[config.mk]
export PLATFORM = sky130hd
export DESIGN_NAME = mux_read_arbiter
export DESIGN_NICKNAME = d
export VERILOG_FILES = /design/src/rtl/mux_arb_pkg.sv /design/src/rtl/rr_arbiter_n.sv /design/src/rtl/mux_read_arbiter.sv
export SDC_FILE = /design/constraint.sdc
export NUM_CORES = 1
export LEC_CHECK = 0
export CORE_AREA = 2 2 70 72
export DETAILED_ROUTE_END_ITERATION = 7
export DIE_AREA = 0 0 72 74
export PLACE_DENSITY = 0.87
export SKIP_CTS_REPAIR_TIMING = 1
export SYNTH_ARGS = -nofsm -noshare
export SYNTH_HDL_FRONTEND = slang
export SYNTH_HIERARCHICAL = 1
export SYNTH_SLANG_ARGS = --single-unit
[constraint.sdc]
create_clock -name clk_i -period 6.7 [get_ports clk_i]
set_clock_uncertainty 0.2 [all_clocks]
set_input_delay 1.34 -clock clk_i [delete_from_list [all_inputs] [get_ports clk_i]]
set_output_delay 1.34 -clock clk_i [all_outputs]
set_load 0.02 [all_outputs]
[src/rtl/mux_arb_pkg.sv]
// Shared types and burst constants for the round-robin read-mux arbiter.
package mux_arb_pkg;

  typedef enum logic {IDLE, ISSUE} state_t;

  localparam int MAX_BURST = 4;
  localparam int LEN_W     = $clog2(MAX_BURST);

endpackage

[src/rtl/rr_arbiter_n.sv]
// Combinational round-robin picker: first set request after last_i, wrapping modulo N_REQ.
module rr_arbiter_n #(
  parameter int N_REQ = 4,
  parameter int IDX_W = $clog2(N_REQ)
) (
  input  logic [N_REQ-1:0] req_i,
  input  logic [IDX_W-1:0] last_i,
  output logic [N_REQ-1:0] gnt_o,
  output logic [IDX_W-1:0] gnt_idx_o
);

  int               sum;
  logic [IDX_W-1:0] idx;

  // Scan farthest-to-nearest so the closest requester after last_i overwrites the rest.
  always_comb begin
    gnt_o     = '0;
    gnt_idx_o = '0;
    sum       = 0;
    idx       = '0;
    for (int off = N_REQ; off >= 1; off--) begin
      sum = int'(last_i) + off;
      if (sum >= N_REQ) sum = sum - N_REQ;
      idx = IDX_W'(sum);
      if (req_i[idx]) begin
        gnt_o      = '0;
        gnt_o[idx] = 1'b1;
        gnt_idx_o  = idx;
      end
    end
  end

endmodule

[src/rtl/mux_read_arbiter.sv]
// Round-robin sharing of one combinational read mux; bursts of 1-4 consecutive words per grant.
module mux_read_arbiter
  import mux_arb_pkg::*;
#(
  parameter int n       = 4,
  parameter int address = 11,
  parameter int N_REQ   = 4
) (
  input  logic                              clk_i,
  input  logic                              rst_ni,
  input  logic [N_REQ-1:0]                  req_valid_i,
  input  logic [0:N_REQ-1][address-1:0]     req_addr_i,
  input  logic [0:N_REQ-1][1:0]             req_len_i,
  output logic [N_REQ-1:0]                  req_ready_o,
  output logic [address-1:0]                mux_sel_o,
  input  logic [n-1:0]                      mux_data_i,
  output logic [N_REQ-1:0]                  rsp_valid_o,
  output logic [n-1:0]                      rsp_data_o,
  output logic                              rsp_last_o,
  output logic                              busy_o
);

  localparam int IDX_W = $clog2(N_REQ);

  state_t             state_q;
  logic [IDX_W-1:0]   grant_id_q;
  logic [IDX_W-1:0]   last_grant_q;
  logic [address-1:0] cur_addr_q;
  logic [address-1:0] cur_addr_d;
  logic [LEN_W-1:0]   beats_left_q;
  logic [N_REQ-1:0]   rsp_valid_q;
  logic [N_REQ-1:0]   rsp_valid_d;
  logic [n-1:0]       rsp_data_q;
  logic               rsp_last_q;

  logic [N_REQ-1:0]   gnt;
  logic [IDX_W-1:0]   gnt_idx;

  rr_arbiter_n #(.N_REQ(N_REQ), .IDX_W(IDX_W)) u_rr (
    .req_i     (req_valid_i),
    .last_i    (last_grant_q),
    .gnt_o     (gnt),
    .gnt_idx_o (gnt_idx)
  );

  // Grants are only offered in IDLE and never while reset is held.
  assign req_ready_o = (state_q == IDLE && rst_ni) ? gnt : '0;
  assign mux_sel_o   = cur_addr_q;
  assign busy_o      = (state_q == ISSUE);
  assign rsp_valid_o = rsp_valid_q;
  assign rsp_data_o  = rsp_data_q;
  assign rsp_last_o  = rsp_last_q;

  assign cur_addr_d  = cur_addr_q + address'(1);
  assign rsp_valid_d = N_REQ'(1) << grant_id_q;

  always_ff @(posedge clk_i) begin
    if (!rst_ni) begin
      state_q      <= IDLE;
      grant_id_q   <= '0;
      last_grant_q <= IDX_W'(N_REQ - 1);
      cur_addr_q   <= '0;
      beats_left_q <= '0;
      rsp_valid_q  <= '0;
      rsp_data_q   <= '0;
      rsp_last_q   <= 1'b0;
    end else begin
      rsp_valid_q <= '0;
      rsp_last_q  <= 1'b0;
      case (state_q)
        IDLE: begin
          if (|req_ready_o) begin
            grant_id_q   <= gnt_idx;
            last_grant_q <= gnt_idx;
            cur_addr_q   <= req_addr_i[gnt_idx];
            beats_left_q <= req_len_i[gnt_idx];
            state_q      <= ISSUE;
          end
        end
        ISSUE: begin
          rsp_data_q  <= mux_data_i;
          rsp_valid_q <= rsp_valid_d;
          rsp_last_q  <= (beats_left_q == '0);
          cur_addr_q  <= cur_addr_d;
          if (beats_left_q == '0) state_q <= IDLE;
          else beats_left_q <= beats_left_q - LEN_W'(1);
        end
        default: state_q <= IDLE;
      endcase
    end
  end

endmodule

==> reports/qor_table.md, run 1 <==
| Stage | Quantity | Value |
|---|---|---|
| timing | Minimum clock period after layout | 5.58 ns |
| placement | Worst setup slack after placement | 1.16 ns |
| floorplan | Area enclosed by the die boundary | 0.00533 mm² |
| logic synthesis | Total of warnings raised by yosys | 6 |
| final layout | Filler cell count in the final layout | 380 |
| timing | Highest clock rate | 179 MHz |
| timing | Setup TNS | 0 ns |
| logic synthesis | Seq/Total Area, Yosys | 0.265 |
| drt | Remaining number of nets flagged by the antenna check after routing | 0 |
| timing | Number of endpoints with negative hold slack in the final report | 0 |
| drt | Total wire length | 5210 µm |
| pwr | Switching Share | 0.435 |
| drt | Residual DRC | 0 |
| logic synthesis | Synth Instances | 211 |
| final layout | Share of final-layout standard cells stronger than drive strength 1 | 0.118 |
| setup path | Endpoint type of the worst setup path | primary output |
| floorplan | Vertical die dimension | 74 µm |
| final layout | Net count reported at finish | 359 |
| setup path | Signal arrival time at the worst endpoint | 4.04 ns |
| setup path | Worst r2r src | last_grant_q[0]$_SDFFE_PN1P_ |
| timing | Final max-slew violation count | 0 |
| setup path | Launch point of the worst path | req_valid_i[3] |
| timing | Count of final setup violators | 0 |
| placement | Placed instance count | 338 |
| drt | TritonRoute pass-1 iters | 4 |
| timing | Worst Setup Slack, final | 1.12 ns |
| clock network | Number of buffers on the longest clock path | 2 |
| logic synthesis | Post-synthesis area per instance | 9.65 µm² |
| pwr | Internal power | 585 µW |
| global route | Global routing usage summed across all routing layers | 0.198 |
| drt | DR WL/cell | 15.2 µm |
| worst hold path | Cell depth of the worst min-delay path | 1 |
| setup path | Max Fanout on Critical Path | 11 |
| drt | Average via count per standard cell | 5.81 |
| clock network | Num CTS Buffers | 3 |
| clock network | Clk slew on worst S/H paths | 0.09 ns |
| pwr | Net Switching | 451 µW |
| logic synthesis | Seq cells post-synth | 27 |
| setup path | Internal reg-to-reg setup slack | 2.29 ns |
| floorplan | Effective utilization at floorplan | 0.443 |
| pwr | Max VDD drop | 0.142 mV |
| final layout | Final cell count without fillers | 342 |
| clock network | CTS root buf | sky130_fd_sc_hd__clkbuf_8 |
| placement | Count of input and output buffers | 86 |
| final layout | Commonest non-fill, non-tap cells in the layout | sky130_fd_sc_hd__clkdlybuf4s50_1, sky130_fd_sc_hd__dfxtp_1, sky130_fd_sc_hd__nand2_1, sky130_fd_sc_hd__mux4_2, sky130_fd_sc_hd__inv_1 |
| clock network | TritonCTS clock tree | done |
| setup path | Crit path launch type | input pin |
| worst hold path | Min-delay src | grant_id_q[0]$_SDFFE_PN0P_ |
| floorplan | Core region area | 0.00460 mm² |
| final layout | Diodes inserted | 0 |
| floorplan | Ports placed on the boundary | 87 |
| global route | Pin count of the biggest net entering global routing | 22 |
| pwr | PD cells | 352 mW/mm² |
| global route | Number of antenna violations at the first check in global routing | 0 |
| drt | Number of vias after detailed routing | 1,987 |
| final layout | Final core area utilization | 0.640 |
| setup path | R2R depth | 10 |
| logic synthesis | Number of synthesized flops with an enable pin | 0 |
| job | Maximum capacitance violations | 0 |
| clock network | Number of clock sinks seen by CTS | 27 |
| global route | Wire length of the first global-routing pass | 8360 µm |
| pwr | Portion of total power attributed to combinational logic | 0.633 |
| final layout | Most common cell after layout, fill and taps aside | sky130_fd_sc_hd__clkdlybuf4s50_1 |
| setup path | Critical path data required time | 5.16 ns |
| worst hold path | Class of the tightest hold or removal check | reg2reg |
| timing | Measured slew at the worst slew-check pin | 1.04 ns |
| global route | Total overflow reported by the global router | 0 |
| logic synthesis | Share of synthesized registers carrying an async set or reset | 0 |
| clock network | CTS H-tree depth | 1 |
| pwr | Clock Power Share | 0.093 |
| logic synthesis | Post-synthesis instance area | 0.00204 mm² |
| placement | Last weighted congestion value of the routability-driven placer | 0.808 |
| logic synthesis | Number of distinct standard cells referenced by the synthesized netlist | 56 |
| drt | DRT iter0 DRCs | 97 |
| pwr | Sequential group share of total power | 0.273 |
| floorplan | Die span in x | 72 µm |
| clock network | Clock network latency to the later pin of the worst-skew pair | 0.28 ns |
| pwr | Total power after layout | 1040 µW |
| floorplan | Number of placement rows | 25 |
| timing | Relative max-transition margin | 0.305 |
| logic synthesis | Predominant post-synthesis flop cell | sky130_fd_sc_hd__dfxtp_1 |
| status | Result of the run | complete, no violations |
| logic synthesis | Net count of the mapped netlist | 281 |
| setup path | WS Path Type | in2out |
| pwr | Total leakage power | 0.00108 µW |
| timing | Portion of the clock cycle consumed by the worst path in the final layout | 0.832 |
| timing | RSZ-0062 raised after global routing | no |
| final layout | Synthesis-to-layout area growth | 44.5% |
| global route | Vias in the first global route | 1,816 |
| placement | Detail Placement HPWL | 3980 µm |
-- worst max-delay path, cell delays in order --
cell and delay (ns):
sky130_fd_sc_hd__clkdlybuf4s50_1 0.57, sky130_fd_sc_hd__or3b_1 0.43, sky130_fd_sc_hd__a211oi_2 0.21, sky130_fd_sc_hd__a311oi_1 0.13
sky130_fd_sc_hd__o32ai_1 0.52, sky130_fd_sc_hd__and2_1 0.22, sky130_fd_sc_hd__clkdlybuf4s50_1 0.61
-- registers in the layout, summed over array words and instances (netlist names) --
signal        flops
mux_sel_o        11
rsp_data_o        4
rsp_valid_o       4
beats_left_q      2
grant_id_q        2
last_grant_q      2
busy_o            1
rsp_last_o        1
-- worst paths after layout --
check / to
setup / recovery: req_ready_o[2]
hold / removal: rsp_valid_o[2]$_SDFF_PN0_
setup reg to reg: beats_left_q[1]$_SDFFE_PN0P_
hold reg to reg: rsp_valid_o[2]$_SDFF_PN0_
-- power by group through the flow --
stage          clock network [µW]  logic (µW)  registers, µW
2_1_floorplan                   0         459            295
3_3_place_gp                    0         642            282
3_5_place_dp                    0         656            286
4_1_cts                      96.2         658            282
5_1_grt                       102         711            293
6_report                     96.9         656            284
-- through the flow --
step,hold slack (ns),instance area (µm²)
2_1_floorplan,0.247,2040
3_3_place_gp,0.270,2890
3_5_place_dp,0.273,2890
4_1_cts,0.291,2940
5_1_grt,0.330,2940
6_report,0.290,2940
-- cells by family after synthesis --
kind of cell / synth area share
AND/OR/NAND/NOR: 0.190
AO/OA/AOI/OAI: 0.190
buffers and inverters: 0.0719
flip-flops: 0.265
multiplexers: 0.225
adder cells (fa/ha/maj): 0.0491
XOR/XNOR: 0.00860
-- final cells by class --
cell class	instances	area [µm²]	area share
well taps	54	67.6	0.0230
flip-flops and latches	27	541	0.184
inverters	15	56.3	0.0191
repair buffers	87	868	0.295
multi-input cells	155	1360	0.463
clock inverters	1	7.51	0.00255
clock buffers	3	41.3	0.0140
-- per-layer routing --
metal,up-vias,part of all wire,global-route usage
met2,87,0.49,0.354
li1,956,-,-
met4,0,0.018,0.0608
met3,11,0.061,0.0339
met5,-,0,0
met1,933,0.43,0.247
-- cell usage after synthesis (3+ instances only) --
master | instances | area (µm²)
sky130_fd_sc_hd__dfxtp_1 | 27 | 541
sky130_fd_sc_hd__nand2_1 | 17 | 63.8
sky130_fd_sc_hd__mux4_2 | 16 | 360
sky130_fd_sc_hd__inv_1 | 14 | 52.6
sky130_fd_sc_hd__nor2_1 | 13 | 48.8
sky130_fd_sc_hd__a21oi_1 | 12 | 60.1
sky130_fd_sc_hd__ha_1 | 8 | 100
sky130_fd_sc_hd__a31oi_1 | 7 | 43.8
sky130_fd_sc_hd__buf_2 | 6 | 30.0
sky130_fd_sc_hd__mux2i_1 | 6 | 60.1
sky130_fd_sc_hd__nor3_1 | 6 | 30.0
sky130_fd_sc_hd__and2_1 | 5 | 31.3
sky130_fd_sc_hd__nand3_1 | 5 | 25.0
sky130_fd_sc_hd__o21ai_0 | 5 | 25.0
sky130_fd_sc_hd__a21o_1 | 4 | 30.0
sky130_fd_sc_hd__o32ai_1 | 4 | 35.0
sky130_fd_sc_hd__a311oi_1 | 3 | 26.3
sky130_fd_sc_hd__buf_6 | 3 | 33.8
sky130_fd_sc_hd__nand2b_1 | 3 | 18.8
Power figures use the tool's default switching activity.
==> inputs of run 2 (changes only) <==
--- a/config.mk
+++ b/config.mk
@@ -5,10 +5,10 @@
 export SDC_FILE = /design/constraint.sdc
 export NUM_CORES = 1
 export LEC_CHECK = 0
-export CORE_AREA = 2 2 70 72
+export CORE_AREA = 2 2 72 74
 export DETAILED_ROUTE_END_ITERATION = 7
-export DIE_AREA = 0 0 72 74
-export PLACE_DENSITY = 0.87
+export DIE_AREA = 0 0 74 76
+export PLACE_DENSITY = 0.83
 export SKIP_CTS_REPAIR_TIMING = 1
 export SYNTH_ARGS = -nofsm -noshare
 export SYNTH_HDL_FRONTEND = slang
==> constraint.sdc (replaced) <==
create_clock -name clk_i -period 5.2 [get_ports clk_i]
set_clock_uncertainty 0.2 [all_clocks]
set_input_delay 1.04 -clock clk_i [delete_from_list [all_inputs] [get_ports clk_i]]
set_output_delay 1.04 -clock clk_i [all_outputs]
set_load 0.02 [all_outputs]
==> run 2 against run 1 <==
Net effect:
- via count increased by 0.45%
- global-route usage shrank 0.76 points
- first-iteration DRC count is 37% higher
- setup slack got worse by 0.79 ns
- non-clock buffer count is 6 higher
- power increased by 32%
- core utilization shrank 2.8 points
- sequential power increased by 23%
==> reports/qor_table.md, run 2 (synthesis gave the netlist of run 1 again) <==
| Stage | Quantity | Value |
|---|---|---|
| clock network | Clk slew on worst S/H paths | 0.09 ns |
| final layout | Share of final-layout standard cells stronger than drive strength 1 | 0.136 |
| placement | Worst setup slack after placement | 0.317 ns |
| global route | Wire length of the first global-routing pass | 8720 µm |
| drt | Remaining number of nets flagged by the antenna check after routing | 0 |
| setup path | Critical-path cell with the highest stage delay | sky130_fd_sc_hd__clkdlybuf4s50_1 |
| clock network | Number of buffers on the longest clock path | 2 |
| placement | Count of input and output buffers | 86 |
| clock network | CTS root buf | sky130_fd_sc_hd__clkbuf_8 |
| setup path | Crit path launch type | input pin |
| timing | Setup TNS | 0 ns |
| timing | Minimum clock period after layout | 4.87 ns |
| setup path | Worst stage delay on the critical path | 0.59 ns |
| setup path | Endpoint type of the worst setup path | primary output |
| final layout | Diodes inserted | 0 |
| setup path | Worst r2r src | last_grant_q[1]$_SDFFE_PN1P_ |
| drt | Residual DRC | 0 |
| worst hold path | Cell depth of the worst min-delay path | 1 |
| floorplan | Core region area | 0.00491 mm² |
| clock network | TritonCTS clock tree | done |
| final layout | Net count reported at finish | 365 |
| timing | Worst Setup Slack, final | 0.330 ns |
| final layout | Most common cell after layout, fill and taps aside | sky130_fd_sc_hd__clkdlybuf4s50_1 |
| placement | Placed instance count | 360 |
| drt | Total wire length | 5220 µm |
| global route | Pin count of the biggest net entering global routing | 22 |
| placement | Last weighted congestion value of the routability-driven placer | 0.815 |
| setup path | Critical path data required time | 3.96 ns |
| floorplan | Effective utilization at floorplan | 0.415 |
| setup path | Internal reg-to-reg setup slack | 1.60 ns |
| clock network | Number of clock sinks seen by CTS | 27 |
| timing | RSZ-0062 raised after global routing | no |
| final layout | Synthesis-to-layout area growth | 47.5% |
| drt | Number of vias after detailed routing | 1,996 |
| timing | Highest clock rate | 205 MHz |
| timing | Measured slew at the worst slew-check pin | 0.803 ns |
| floorplan | Area enclosed by the die boundary | 0.00562 mm² |
| worst hold path | Min-delay src | grant_id_q[0]$_SDFFE_PN0P_ |
| pwr | Net Switching | 581 µW |
| timing | Portion of the clock cycle consumed by the worst path in the final layout | 0.936 |
| setup path | Cells along the critical path | clkdlybuf4s50_1, or3b_1, a211oi_2, a311oi_1, o32ai_1, and2_1, clkdlybuf4s50_1 |
| pwr | PD cells | 454 mW/mm² |
| drt | DRT iter0 DRCs | 133 |
| clock network | Clock network latency to the later pin of the worst-skew pair | 0.27 ns |
| placement | Detail Placement HPWL | 4110 µm |
| pwr | Sequential group share of total power | 0.257 |
| final layout | Final instance area | 0.00301 mm² |
| global route | Vias in the first global route | 1,959 |
| timing | Relative max-transition margin | 0.464 |
| status | Result of the run | complete, no violations |
| setup path | WP buf/inv | 2 |
| global route | Total overflow reported by the global router | 0 |
| pwr | Max VDD drop | 0.211 mV |
| pwr | Clock Power Share | 0.086 |
| pwr | Total power after layout | 1360 µW |
| timing | Count of final setup violators | 0 |
| clock network | CTS H-tree depth | 1 |
| setup path | Max Fanout on Critical Path | 11 |
| timing | Number of endpoints with negative hold slack in the final report | 0 |
| global route | Global routing usage summed across all routing layers | 0.191 |
| floorplan | Die span in x | 74 µm |
| setup path | Dominant cell type by count on the critical path | sky130_fd_sc_hd__clkdlybuf4s50_1 |
| drt | Average via count per standard cell | 5.48 |
| pwr | Switching Share | 0.426 |
| clock network | Num CTS Buffers | 3 |
| drt | DR WL/cell | 14.3 µm |
| final layout | Commonest non-fill, non-tap cells in the layout | sky130_fd_sc_hd__clkdlybuf4s50_1, sky130_fd_sc_hd__dfxtp_1, sky130_fd_sc_hd__nand2_1, sky130_fd_sc_hd__mux4_2, sky130_fd_sc_hd__inv_1 |
| setup path | WS Path Type | in2out |
| setup path | Worst path top cell family by delay | buffers and inverters |
| worst hold path | End point of the most critical hold path | rsp_valid_o[2]$_SDFF_PN0_ |
| final layout | Final cell count without fillers | 364 |
| floorplan | Ports placed on the boundary | 87 |
| floorplan | Number of placement rows | 26 |
| timing | Final max-slew violation count | 0 |
| setup path | R2R depth | 11 |
| pwr | Total leakage power | 0.00111 µW |
| final layout | Largest register FFs | 11 |
| job | Maximum capacitance violations | 0 |
| drt | TritonRoute pass-1 iters | 4 |
| pwr | Internal power | 782 µW |
| placement | Cell area after placement | 0.00296 mm² |
| setup path | Launch point of the worst path | req_valid_i[3] |
| setup path | Signal arrival time at the worst endpoint | 3.63 ns |
| setup path | R2R Path End | beats_left_q[1]$_SDFFE_PN0P_ |
| pwr | Portion of total power attributed to combinational logic | 0.657 |
| worst hold path | Class of the tightest hold or removal check | reg2reg |
| global route | Number of antenna violations at the first check in global routing | 0 |
| floorplan | Vertical die dimension | 76 µm |
==> run 2: area by class of cell <==
class | count | area, µm²
fill | 422 | 1910
multi-input combinational | 155 | 1360
timing repair buffer | 93 | 913
sequential | 27 | 541
tap | 70 | 87.6
inverter | 15 | 56.3
clock buffer | 3 | 41.3
clock inverter | 1 | 5.00
==> run 2: worst max path at each step <==
| stage | to | slack (ns) | cells past startpoint |
|---|---|---|---|
| 6_report | req_ready_o[3] | 0.33 | 7 |
| 5_1_grt | req_ready_o[3] | 0.15 | 7 |
| 4_1_cts | req_ready_o[3] | 0.32 | 7 |
| 3_5_place_dp | req_ready_o[3] | 0.32 | 7 |
| 3_3_place_gp | req_ready_o[3] | 0.39 | 7 |
| 2_1_floorplan | req_ready_o[1] | 1.54 | 5 |
==> run 2: layer usage <==
| metal | vias up | share of wire | GRT usage |
|---|---|---|---|
| met5 | - | 0 | 0 |
| met4 | 0 | 0.0080 | 0.0400 |
| met3 | 4 | 0.060 | 0.0238 |
| met2 | 81 | 0.51 | 0.334 |
| met1 | 937 | 0.42 | 0.247 |
| li1 | 974 | - | - |
==> run 2: per-stage QoR <==
step | hold WS (ns) | utilization
2_1_floorplan | 0.247 | -
3_3_place_gp | 0.271 | 0.602
3_5_place_dp | 0.272 | 0.602
4_1_cts | 0.289 | 0.612
5_1_grt | 0.314 | 0.612
6_report | 0.290 | 0.612
==> run 2: power by group through the flow <==
| stage | sequential, µW | clock, µW | combinational (µW) |
|---|---|---|---|
| finish | 350 | 118 | 896 |
| global route | 360 | 127 | 976 |
| CTS | 349 | 120 | 902 |
| detailed placement | 353 | 0 | 899 |
| global placement | 349 | 0 | 879 |
| floorplan | 381 | 0 | 591 |
==> inputs of run 3 (changes only) <==
--- a/config.mk
+++ b/config.mk
@@ -5,10 +5,11 @@
 export SDC_FILE = /design/constraint.sdc
 export NUM_CORES = 1
 export LEC_CHECK = 0
-export CORE_AREA = 2 2 72 74
+export CORE_AREA = 2 2 67 69
 export DETAILED_ROUTE_END_ITERATION = 7
-export DIE_AREA = 0 0 74 76
-export PLACE_DENSITY = 0.83
+export DIE_AREA = 0 0 69 71
+export DONT_BUFFER_PORTS = 1
+export PLACE_DENSITY = 0.67
 export SKIP_CTS_REPAIR_TIMING = 1
 export SYNTH_ARGS = -nofsm -noshare
 export SYNTH_HDL_FRONTEND = slang
==> run 3 against run 2 <==
Net effect:
- final cell count down 30%
- critical path depth is the same
- hold slack hardly changed
- flip-flop and latch count unchanged
- register-to-register slack got worse by 0.51 ns
- highest routed layer unchanged
- die area is 13% lower
- combinational power down 29%
- largest power group unchanged
==> reports/qor_table.md, run 3 (synthesis gave the netlist of run 1 again) <==
| Stage | Quantity | Value |
|---|---|---|
| status | Result of the run | complete, no violations |
| timing | Setup TNS | 0 ns |
| drt | TritonRoute pass-1 iters | 4 |
| final layout | Multi-input gate area in the final layout | 0.00135 mm² |
| floorplan | Vertical die dimension | 71 µm |
| floorplan | Area enclosed by the die boundary | 0.00490 mm² |
| final layout | Filler cell count in the final layout | 402 |
| global route | Wire length of the first global-routing pass | 7330 µm |
| setup path | Worst path top cell family by delay | flip-flops |
| timing | Hold Slack | 0.290 ns |
| setup path | Worst stage delay on the critical path | 0.76 ns |
| drt | Average via count per standard cell | 6.39 |
| final layout | Final core area utilization | 0.494 |
| final layout | Net count reported at finish | 274 |
| placement | Worst setup slack after placement | 1.10 ns |
| global route | Total overflow reported by the global router | 0 |
| clock network | CTS root buf | sky130_fd_sc_hd__clkbuf_8 |
| job | Maximum capacitance violations | 0 |
| global route | Vias in the first global route | 1,536 |
| setup path | Cells along the critical path | inv_1, ha_1, mux4_2, a21o_1, a31oi_1, o32ai_1, and2_1 |
| global route | Global routing usage summed across all routing layers | 0.181 |
| setup path | Max Fanout on Critical Path | 18 |
| setup path | Endpoint type of the worst setup path | primary output |
| drt | DR WL/cell | 17.6 µm |
| timing | Worst Setup Slack, final | 0.992 ns |
| setup path | Signal arrival time at the worst endpoint | 2.97 ns |
| floorplan | Number of placement rows | 24 |
| clock network | Number of clock sinks seen by CTS | 27 |
| pwr | Total leakage power | 0.000746 µW |
| drt | DRT iter0 DRCs | 59 |
| setup path | WP buf/inv | 1 |
| drt | Remaining number of nets flagged by the antenna check after routing | 0 |
| placement | Detail Placement HPWL | 3460 µm |
| timing | Measured slew at the worst slew-check pin | 0.948 ns |
| final layout | Synthesis-to-layout area growth | 1.90% |
| clock network | Clock network latency to the later pin of the worst-skew pair | 0.28 ns |
| global route | Pin count of the biggest net entering global routing | 22 |
| timing | Portion of the clock cycle consumed by the worst path in the final layout | 0.809 |
| timing | RSZ-0062 raised after global routing | no |
| timing | Final max-slew violation count | 0 |
| clock network | TritonCTS clock tree | done |
| timing | Relative max-transition margin | 0.367 |
| drt | Residual DRC | 0 |
| final layout | Seq. cell area | 541 µm² |
| setup path | WS Path Type | reg2out |
| drt | Total wire length | 4490 µm |
| clock network | CTS H-tree depth | 1 |
| placement | Last weighted congestion value of the routability-driven placer | 0.841 |
| final layout | Commonest non-fill, non-tap cells in the layout | sky130_fd_sc_hd__dfxtp_1, sky130_fd_sc_hd__nand2_1, sky130_fd_sc_hd__mux4_2, sky130_fd_sc_hd__inv_1, sky130_fd_sc_hd__nor2_1 |
| final layout | Most common cell after layout, fill and taps aside | sky130_fd_sc_hd__dfxtp_1 |
| clock network | Num CTS Buffers | 3 |
| setup path | R2R depth | 10 |
| worst hold path | Cell depth of the worst min-delay path | 1 |
| final layout | Largest register FFs | 11 |
| final layout | Diodes inserted | 0 |
| timing | Highest clock rate | 238 MHz |
| final layout | Share of final-layout standard cells stronger than drive strength 1 | 0.172 |
| timing | Number of endpoints with negative hold slack in the final report | 0 |
| pwr | Total power after layout | 1180 µW |
| clock network | Number of buffers on the longest clock path | 2 |
| placement | Count of input and output buffers | 0 |
| setup path | Critical-path cell with the highest stage delay | sky130_fd_sc_hd__dfxtp_1 |
| floorplan | Die span in x | 69 µm |
| floorplan | Ports placed on the boundary | 87 |
| floorplan | Core region area | 0.00420 mm² |
| drt | Number of vias after detailed routing | 1,630 |
| pwr | PD cells | 568 mW/mm² |
| setup path | Critical path data required time | 3.96 ns |
| global route | Number of antenna violations at the first check in global routing | 0 |
| setup path | Crit path launch type | flip-flop |
| timing | Minimum clock period after layout | 4.21 ns |
| setup path | Number of logic stages on the critical path including buffering | 7 |
| timing | Count of final setup violators | 0 |
| clock network | Clk slew on worst S/H paths | 0.09 ns |
| floorplan | Effective utilization at floorplan | 0.485 |
| worst hold path | Class of the tightest hold or removal check | reg2reg |
| pwr | Max VDD drop | 0.370 mV |
## run 3: stage by stage
stage                     cell area (µm²)  cells
after floorplan                      2040    211
after global placement               2030    251
after detailed placement             2030    251
after CTS                            2080    255
after global routing                 2080    255
final                                2080    255
## run 3: layer usage
layer	vias up	wire length, µm	global-route usage
met1	752	1980	0.252
met3	4	344	0.0427
met5	-	0	0
li1	795	-	-
met2	79	2130	0.291
met4	0	34	0.0349
## run 3: final timing paths
kind | from | to | slack [ns]
max | last_grant_q[0]$_SDFFE_PN1P_ | req_ready_o[1] | 0.99
min | grant_id_q[0]$_SDFFE_PN0P_ | rsp_valid_o[2]$_SDFF_PN0_ | 0.29
max reg2reg | last_grant_q[0]$_SDFFE_PN1P_ | mux_sel_o[10]$_SDFFE_PN0P_ | 1.09
min reg2reg | grant_id_q[0]$_SDFFE_PN0P_ | rsp_valid_o[2]$_SDFF_PN0_ | 0.29
## run 3: cell type report
type	instances	share of cell area
multi-input cells	155	0.650
well taps	52	0.0313
flip-flops and latches	27	0.260
clock inverters	1	0.00362
repair buffers	2	0.00723
inverters	15	0.0271
clock buffers	3	0.0199
## run 3: power breakdown
part / internal, µW / switching (µW)
combinational: 307 / 328
clock: 54.4 / 66.0
sequential: 268 / 155
